## src/rtl/spi_ram_master.sv

```systemverilog
// SPI initiator that turns host write/read requests into SPI_Wrapper 11-bit command frames.
// Defining SPI_RAM_MASTER_ABORT_EN adds an abort input that cancels a transaction in flight.
module spi_ram_master #(
    parameter int GAP_CYCLES = 2,
    parameter int MISO_DLY   = 1
) (
    input  logic       clk,
    input  logic       rst,
`ifdef SPI_RAM_MASTER_ABORT_EN
    input  logic       abort,
`endif
    input  logic       req_valid,
    output logic       req_ready,
    input  logic       req_rw,
    input  logic [7:0] req_addr,
    input  logic [7:0] req_wdata,
    output logic       rsp_valid,
    output logic [7:0] rsp_rdata,
    output logic       busy,
    output logic       SS_n,
    output logic       MOSI,
    input  logic       MISO
);
    localparam int SEND_LAST = 11;
    localparam int GAP_LAST  = (GAP_CYCLES < 1) ? 0 : GAP_CYCLES - 1;
    localparam int RESP_LAST = MISO_DLY + 8;
    localparam int MAX_A     = (SEND_LAST > GAP_LAST) ? SEND_LAST : GAP_LAST;
    localparam int CNT_MAX   = (MAX_A > RESP_LAST) ? MAX_A : RESP_LAST;
    localparam int CW        = $clog2(CNT_MAX + 1);

    localparam logic [1:0] PH_ADDR = 2'd0;
    localparam logic [1:0] PH_DATA = 2'd1;
    localparam logic [1:0] PH_RESP = 2'd2;

    typedef enum logic [2:0] {
        IDLE = 3'd0,
        SEND = 3'd1,
        GAP  = 3'd2,
        RESP = 3'd3,
        DONE = 3'd4
    } state_t;

    // Command byte in the top 3 bits, payload below; read-data frames carry a dummy payload.
    function automatic logic [10:0] build_frame(input logic rw, input logic [1:0] phase,
                                                input logic [7:0] addr, input logic [7:0] wdata);
        logic [10:0] f;
        case ({rw, phase})
            3'b0_00: f = {3'b000, addr};
            3'b0_01: f = {3'b001, wdata};
            3'b1_00: f = {3'b110, addr};
            3'b1_01: f = {3'b111, 8'hFF};
            default: f = 11'h7FF;
        endcase
        return f;
    endfunction

    state_t        state_r, state_s;
    logic [CW-1:0] cnt_r, cnt_s;
    logic [1:0]    phase_r, phase_s;
    logic [10:0]   tx_r, tx_s;
    logic [7:0]    shift_r, shift_s;
    logic          rw_r;
    logic [7:0]    addr_r, wdata_r;
    logic          lat_s;
    logic          ss_n_r, ss_n_s;
    logic          mosi_r, mosi_s;
    logic          rsp_valid_r, rsp_valid_s;
    logic [7:0]    rsp_rdata_r, rsp_rdata_s;
    logic          busy_r, ready_r;
    logic          abort_s;

`ifdef SPI_RAM_MASTER_ABORT_EN
    assign abort_s = abort & (state_r != IDLE);
`else
    assign abort_s = 1'b0;
`endif

    // Next-state, serial outputs and response capture for the transaction sequencer.
    always_comb begin
        state_s     = state_r;
        cnt_s       = cnt_r;
        phase_s     = phase_r;
        tx_s        = tx_r;
        shift_s     = shift_r;
        lat_s       = 1'b0;
        ss_n_s      = ss_n_r;
        mosi_s      = mosi_r;
        rsp_valid_s = 1'b0;
        rsp_rdata_s = rsp_rdata_r;
        if (abort_s) begin
            state_s = IDLE;
            cnt_s   = '0;
            phase_s = PH_ADDR;
            ss_n_s  = 1'b1;
            mosi_s  = 1'b1;
        end else begin
            case (state_r)
                IDLE: begin
                    ss_n_s = 1'b1;
                    mosi_s = 1'b1;
                    if (req_valid) begin
                        state_s = SEND;
                        cnt_s   = '0;
                        phase_s = PH_ADDR;
                        lat_s   = 1'b1;
                        tx_s    = build_frame(req_rw, PH_ADDR, req_addr, req_wdata);
                        ss_n_s  = 1'b0;
                    end else begin
                        cnt_s = '0;
                    end
                end
                SEND: begin
                    if (cnt_r < CW'(SEND_LAST)) begin
                        cnt_s  = cnt_r + CW'(1);
                        mosi_s = tx_r[10];
                        tx_s   = {tx_r[9:0], 1'b1};
                    end else begin
                        state_s = GAP;
                        cnt_s   = '0;
                        ss_n_s  = 1'b1;
                        mosi_s  = 1'b1;
                    end
                end
                GAP: begin
                    if (cnt_r < CW'(GAP_LAST)) begin
                        cnt_s = cnt_r + CW'(1);
                    end else if (phase_r == PH_ADDR) begin
                        state_s = SEND;
                        cnt_s   = '0;
                        phase_s = PH_DATA;
                        tx_s    = build_frame(rw_r, PH_DATA, addr_r, wdata_r);
                        ss_n_s  = 1'b0;
                    end else if (rw_r) begin
                        state_s = RESP;
                        cnt_s   = '0;
                        phase_s = PH_RESP;
                        ss_n_s  = 1'b0;
                    end else begin
                        state_s = IDLE;
                        cnt_s   = '0;
                        phase_s = PH_ADDR;
                    end
                end
                RESP: begin
                    mosi_s = 1'b1;
                    // MISO is only meaningful inside the 8-edge capture window.
                    if ((cnt_r >= CW'(MISO_DLY)) && (cnt_r <= CW'(MISO_DLY + 7))) begin
                        shift_s = {shift_r[6:0], MISO};
                    end else begin
                        shift_s = shift_r;
                    end
                    if (cnt_r < CW'(RESP_LAST)) begin
                        cnt_s = cnt_r + CW'(1);
                    end else begin
                        state_s = DONE;
                        cnt_s   = '0;
                        ss_n_s  = 1'b1;
                    end
                end
                DONE: begin
                    state_s     = IDLE;
                    phase_s     = PH_ADDR;
                    rsp_valid_s = 1'b1;
                    rsp_rdata_s = shift_r;
                end
                default: begin
                    state_s = IDLE;
                    cnt_s   = '0;
                    phase_s = PH_ADDR;
                    ss_n_s  = 1'b1;
                    mosi_s  = 1'b1;
                end
            endcase
        end
    end

    // State, request latch and registered host/SPI outputs.
    always_ff @(posedge clk) begin
        if (rst) begin
            state_r     <= IDLE;
            cnt_r       <= '0;
            phase_r     <= PH_ADDR;
            tx_r        <= 11'h7FF;
            shift_r     <= 8'h00;
            rw_r        <= 1'b0;
            addr_r      <= 8'h00;
            wdata_r     <= 8'h00;
            ss_n_r      <= 1'b1;
            mosi_r      <= 1'b1;
            rsp_valid_r <= 1'b0;
            rsp_rdata_r <= 8'h00;
            busy_r      <= 1'b0;
            ready_r     <= 1'b1;
        end else begin
            state_r     <= state_s;
            cnt_r       <= cnt_s;
            phase_r     <= phase_s;
            tx_r        <= tx_s;
            shift_r     <= shift_s;
            ss_n_r      <= ss_n_s;
            mosi_r      <= mosi_s;
            rsp_valid_r <= rsp_valid_s;
            rsp_rdata_r <= rsp_rdata_s;
            busy_r      <= (state_s != IDLE);
            ready_r     <= (state_s == IDLE);
            if (lat_s) begin
                rw_r    <= req_rw;
                addr_r  <= req_addr;
                wdata_r <= req_wdata;
            end else begin
                rw_r    <= rw_r;
                addr_r  <= addr_r;
                wdata_r <= wdata_r;
            end
        end
    end

    assign SS_n      = ss_n_r;
    assign MOSI      = mosi_r;
    assign rsp_valid = rsp_valid_r;
    assign rsp_rdata = rsp_rdata_r;
    assign busy      = busy_r;
    assign req_ready = ready_r;
endmodule

```

## config.mk

```make
export PLATFORM = sky130hd
export DESIGN_NAME = spi_ram_master
export DESIGN_NICKNAME = d
export VERILOG_FILES = /design/src/rtl/spi_ram_master.sv
export SDC_FILE = /design/constraint.sdc
export NUM_CORES = 1
export LEC_CHECK = 0
export ABC_AREA = 1
export BUFFER_PORTS_ARGS = -buffer_cell sky130_fd_sc_hd__buf_2
export CAP_MARGIN = 20
export CORE_MARGIN = 2
export CORE_UTILIZATION = 40
export DETAILED_ROUTE_END_ITERATION = 10
export SYNTH_ARGS = -nofsm -noshare
export SYNTH_HDL_FRONTEND = slang
export SYNTH_SLANG_ARGS = --single-unit
```

## constraint.sdc

```tcl
create_clock -name clk -period 3.6 [get_ports clk]
set_clock_uncertainty 0.2 [all_clocks]
set_input_delay 0.72 -clock clk [delete_from_list [all_inputs] [get_ports clk]]
set_output_delay 0.72 -clock clk [all_outputs]
set_load 0.02 [all_outputs]
```

After elaboration in Yosys (flattened, before gate mapping) --
Index checks and enable logic that the tools add are counted.
Storage, ports and cells: output and inout port bits 13, input port bits 21, word-level logic and storage cells 81, register bits after elaboration 50
Cells by class: add/subtract/negate cells 1, reductions and logical operators 12, equal/unequal tests 11, mux-type cells 35, bitwise gates (word level) 4, $lt $le $gt $ge 5
Operators with widths (count):
- 2-to-1 mux 11 bit | 4
- case mux 11 bit (2 select lines) | 2
- case mux 11 bit (3 select lines) | 1
- case mux 4 bit (4 select lines) | 1
- 2-to-1 mux 2 bit | 6
- 2-to-1 mux 3 bit | 4
- 2-to-1 mux 4 bit | 3
- != test 2 bit, second input constant | 6
- case mux 3 bit (4 select lines) | 1
- 2-to-1 mux 1 bit | 10
- AND reduction 5 bit | 2
- < comparator 4 bit, second input constant | 2
- equality test 3 x 2 -> 1 bit, second input constant | 2
- zero test 3 bit | 2
- case mux 2 bit (3 select lines) | 1
- nonzero test 3 bit | 2
- case mux 1 bit (5 select lines) | 1
- adder 4 x 1 -> 4 bit, second input constant | 1
- greater-or-equal comparator 4 x 1 -> 1 bit, second input constant | 1
- less-or-equal comparator 4 bit, second input constant | 1
- < comparator 4 x 1 -> 1 bit, second input constant | 1
- inverter 1 bit | 4
- OR reduction 2 bit | 2
- equality test 3 x 1 -> 1 bit, second input constant | 1
- 7 further kinds | 7

Logic depth before layout (Yosys ltp) --
depth after elaboration 5, mapped depth 10, mapped depth without buffers 10

Worst setup path after synthesis --
OpenSTA, ideal clock, no wires.
path type input -> register, start input req_valid, end register tx_r[1], path slack 1847 ps, setup time 130 ps, cell stages on the path 7, data required time 3270 ps, arrival time 1423 ps, buffers on the path 2, cell sequence buf_2 > nor2_1 > nor2_2 > nand3_1 > buf_4 > nand2_1 > nand3_1
Between the ends: word-level cells in the longest chain between the ends 2
RTL lines:
- from (decl) | RTL line 12 | input logic req_valid,
- != test 2 bit (no source line)
- AND reduction 5 bit (no source line)
- to (signal assigned) | RTL line 198 | tx_r <= tx_s;
- to (decl) | RTL line 60 | logic [10:0] tx_r, tx_s;
Every way passes these cells. A chain may end at the register's enable or synchronous reset.

Worst setup path in the final report --
start register state_r[0], end register tx_r[0]
Between the ends: word-level cells in the longest chain between the ends 3, elaborated cells on any way between the ends 10, those cells by class eq/ne (6); mux (1); reduce/logical (3)
RTL lines:
- from (decl) | RTL line 57 | state_t state_r, state_s;
- from (signal assigned) | RTL line 195 | state_r <= state_s;
- equality test 3 x 2 -> 1 bit (tied with other cells) | RTL line 97 | case (state_r)
- != test 2 bit (no source line) / nonzero test 3 bit (equally long branches)
- AND reduction 5 bit (no source line)
Parallel ways exist; a longest one is shown, timed or not.

==> impl_metrics.ini <==
[clock_network]
post_cts_resized = 0
cts_setup_buffers = 0
cts_tree = done
cts_buffers = 5
cts.clk_slew.worst_paths_ns = 0.09
cts_hold_buf = 0
clockBufferDepth = 2
clk_latency_ns = 0.29
cts_num_sinks = 50
root_buffer = clkbuf_8
cts_max_level = 2

[routing]
route.met3.wl_um = 234
vias_per_cell = 4.948
drt_iter0_markers = 131
dr.pass1.iters = 5
drc = 0
wl_per_cell_um = 12.06
ant_nets = 0
top_layer_used = met4
wirelength_mm = 5.078
num_vias = 2083
met2_wirelength_mm = 2.261
wirelength_met1_mm = 2.554

[grt]
grt_start_max_net_pins = 35
grt_pass1_vias = 1953
overflow = 0
grt_pass1_wl_mm = 8.859
track_usage_pct = 18.12
antenna_found_initial = 0

[worst_setup_path]
r2r-end = tx_r[0]$_SDFFE_PP1P_
start_kind = register
rr_startpoint = state_r[0]$_SDFF_PP0_
cp_data_required_time_ns = 3.64
cp.arrival_ns = 2.26
ff2ff_setup_slack_ns = 1.39
critPathKind = register to register
crit_path_end_kind = register
r2r_cells = 6
cp_max_fo = 12

[logic_synthesis]
syn-num-nets = 344
syn_inst = 320
ys_seq_area_share_pct = 44.89
yosysTopAreaCellShare_pct = 44.89
synth_warnings = 0
synthTopCellsByArea = dfxtp_1 (45%), nand3_1 (13%), nand2_1 (12%)
syn_area_mm2 = 0.002230
ys_ff_latch = 50
ys_types = 19
yosysTopAreaCell = dfxtp_1
synth_area_per_cell_um2 = 6.968

[outcome]
status = complete, no violations

[timing]
hold_violations = 0
slew_viol_final = 0
holdWs_ns = 0.2637
setup_viol = 0
fin_tns_setup_ns = 0
worst_pin_slew_ns = 0.7891
max_freq_mhz = 451.5
finalCritPeriodShare_pct = 61.52
maxSlewHeadroom_pct = 47.20
min_period_ns = 2.215
rsz0062_at_grt = false

[floorplanning]
die_area_mm2 = 0.006187
io_pins = 34
dieHeight_um = 78.66
design.core.area_mm2 = 0.005439
rows = 27
floorplan.initialDensity_pct = 40.99
die_x_um = 78.66

[min_path]
holdPathEnd = tx_r[1]$_SDFFE_PP1P_
hold_start = tx_r[1]$_SDFFE_PP1P_
hold_path_depth = 2
hp-class = register to register

[finish]
drive_above_1_share_pct = 16.33
antenna_cells = 0
nets = 372
area.growth.synth_to_final_pct = 13.24

[power]
leakagePower_nw = 1.154
powerDensity_mw_per_mm2 = 429.0
worst_ir_drop_vdd_uv = 238.2

[placement]
gp_congestion = 0.8371
dp_hpwl_mm = 3.623
port_buffers = 33

[flow_run]
drv_cap = 0
critical path, stage by stage (launching register included):
cell and delay, ns:
dfxtp_1 0.46, nand2_2 0.10, nor2_1 0.61, nand2_1 0.21, nand3_1 0.41, nand2_1 0.10
nand3_1 0.08
state kept, by name (all words and copies together), names as in the netlist:
signal     flops
MOSI           1
phase_r        2
rsp_valid      1
SS_n           1
cnt_r          4
wdata_r        8
rw_r           1
state_r        3
shift_r        8
rsp_rdata      8
tx_r          11
busy           1
req_ready      1
logic make-up after synthesis:
| family | after synthesis | synth area share (%) |
|---|---|---|
| compound gates | 48 | 10.94 |
| fa+ha+maj | 3 | 1.684 |
| flops | 50 | 44.89 |
| simple gates | 186 | 35.86 |
| buf+inv | 33 | 6.621 |
per-stage QoR:
step | utilization, % | cells | setup WS [ns] | area [um^2] | total power, mW
after detailed placement | 44.49 | 413 | 1.399 | 2420 | 0.7376
after global routing | 46.42 | 421 | 1.196 | 2525 | 1.148
final | 46.42 | 421 | 1.385 | 2525 | 1.083
after CTS | 46.42 | 421 | 1.359 | 2525 | 1.101
after floorplan | - | 320 | 1.847 | 2230 | 0.7017
after global placement | 44.49 | 413 | 1.512 | 2420 | 0.7360
Yosys cell counts (all sizes together):
master  number
clkinv       1
nand2       75
dfxtp       50
o21ai       33
ha           3
nor2        54
inv         19
nand3       57
a21oi       13
o211ai       1
clkbuf       5
o22ai        1
buf          8
layout make-up:
class,instances,area (um^2)
fillers,563,2914
multi-input cells,237,1081
flip-flops and latches,50,1001
repair buffers,34,172.7
clock buffers,7,96.34
well taps,72,90.09
inverters,20,75.07
clock inverters,1,8.758
routing by layer:
layer  track usage [%]  up-vias
li1                  -     1105
met5                 0        -
met3             3.103        2
met1             24.54      930
met2             29.57       46
met4             5.263        0
report_power, final:
| part | leakage [nW] | switching [mW] | total [mW] | internal [mW] |
|---|---|---|---|---|
| Combinational | 0.690 | 0.0812 | 0.129 | 0.0482 |
| Sequential | 0.409 | 0.0170 | 0.595 | 0.578 |
| Clock | 0.0544 | 0.182 | 0.358 | 0.176 |
worst max path at each step:
stage,end,from,depth (start not counted),slack [ns]
2_1_floorplan,tx_r[1]$_SDFFE_PP1P_,req_valid,7,1.85
3_3_place_gp,tx_r[2]$_SDFFE_PP1P_,state_r[2]$_SDFF_PP0_,7,1.51
3_5_place_dp,tx_r[2]$_SDFFE_PP1P_,state_r[0]$_SDFF_PP0_,6,1.40
4_1_cts,tx_r[2]$_SDFFE_PP1P_,state_r[0]$_SDFF_PP0_,6,1.36
5_1_grt,tx_r[6]$_SDFFE_PP1P_,state_r[0]$_SDFF_PP0_,6,1.20
6_report,tx_r[0]$_SDFFE_PP1P_,state_r[0]$_SDFF_PP0_,6,1.39
placed cells by master (no fill, tap or decap):
| master | n |
|---|---|
| nand2_1 | 72 |
| nand3_1 | 56 |
| dfxtp_1 | 50 |
| nor2_1 | 47 |
| o21ai_0 | 33 |
| buf_2 | 33 |
| inv_1 | 15 |
| a21oi_1 | 13 |
| nor2_2 | 7 |
| clkbuf_8 | 7 |
| inv_2 | 4 |
| nand2_2 | 3 |
| ha_1 | 3 |
| nand3_2 | 1 |
| clkinv_1 | 1 |
| o22ai_1 | 1 |
| o211ai_1 | 1 |
| clkinv_4 | 1 |
| buf_4 | 1 |
Power figures use the tool's default switching activity.
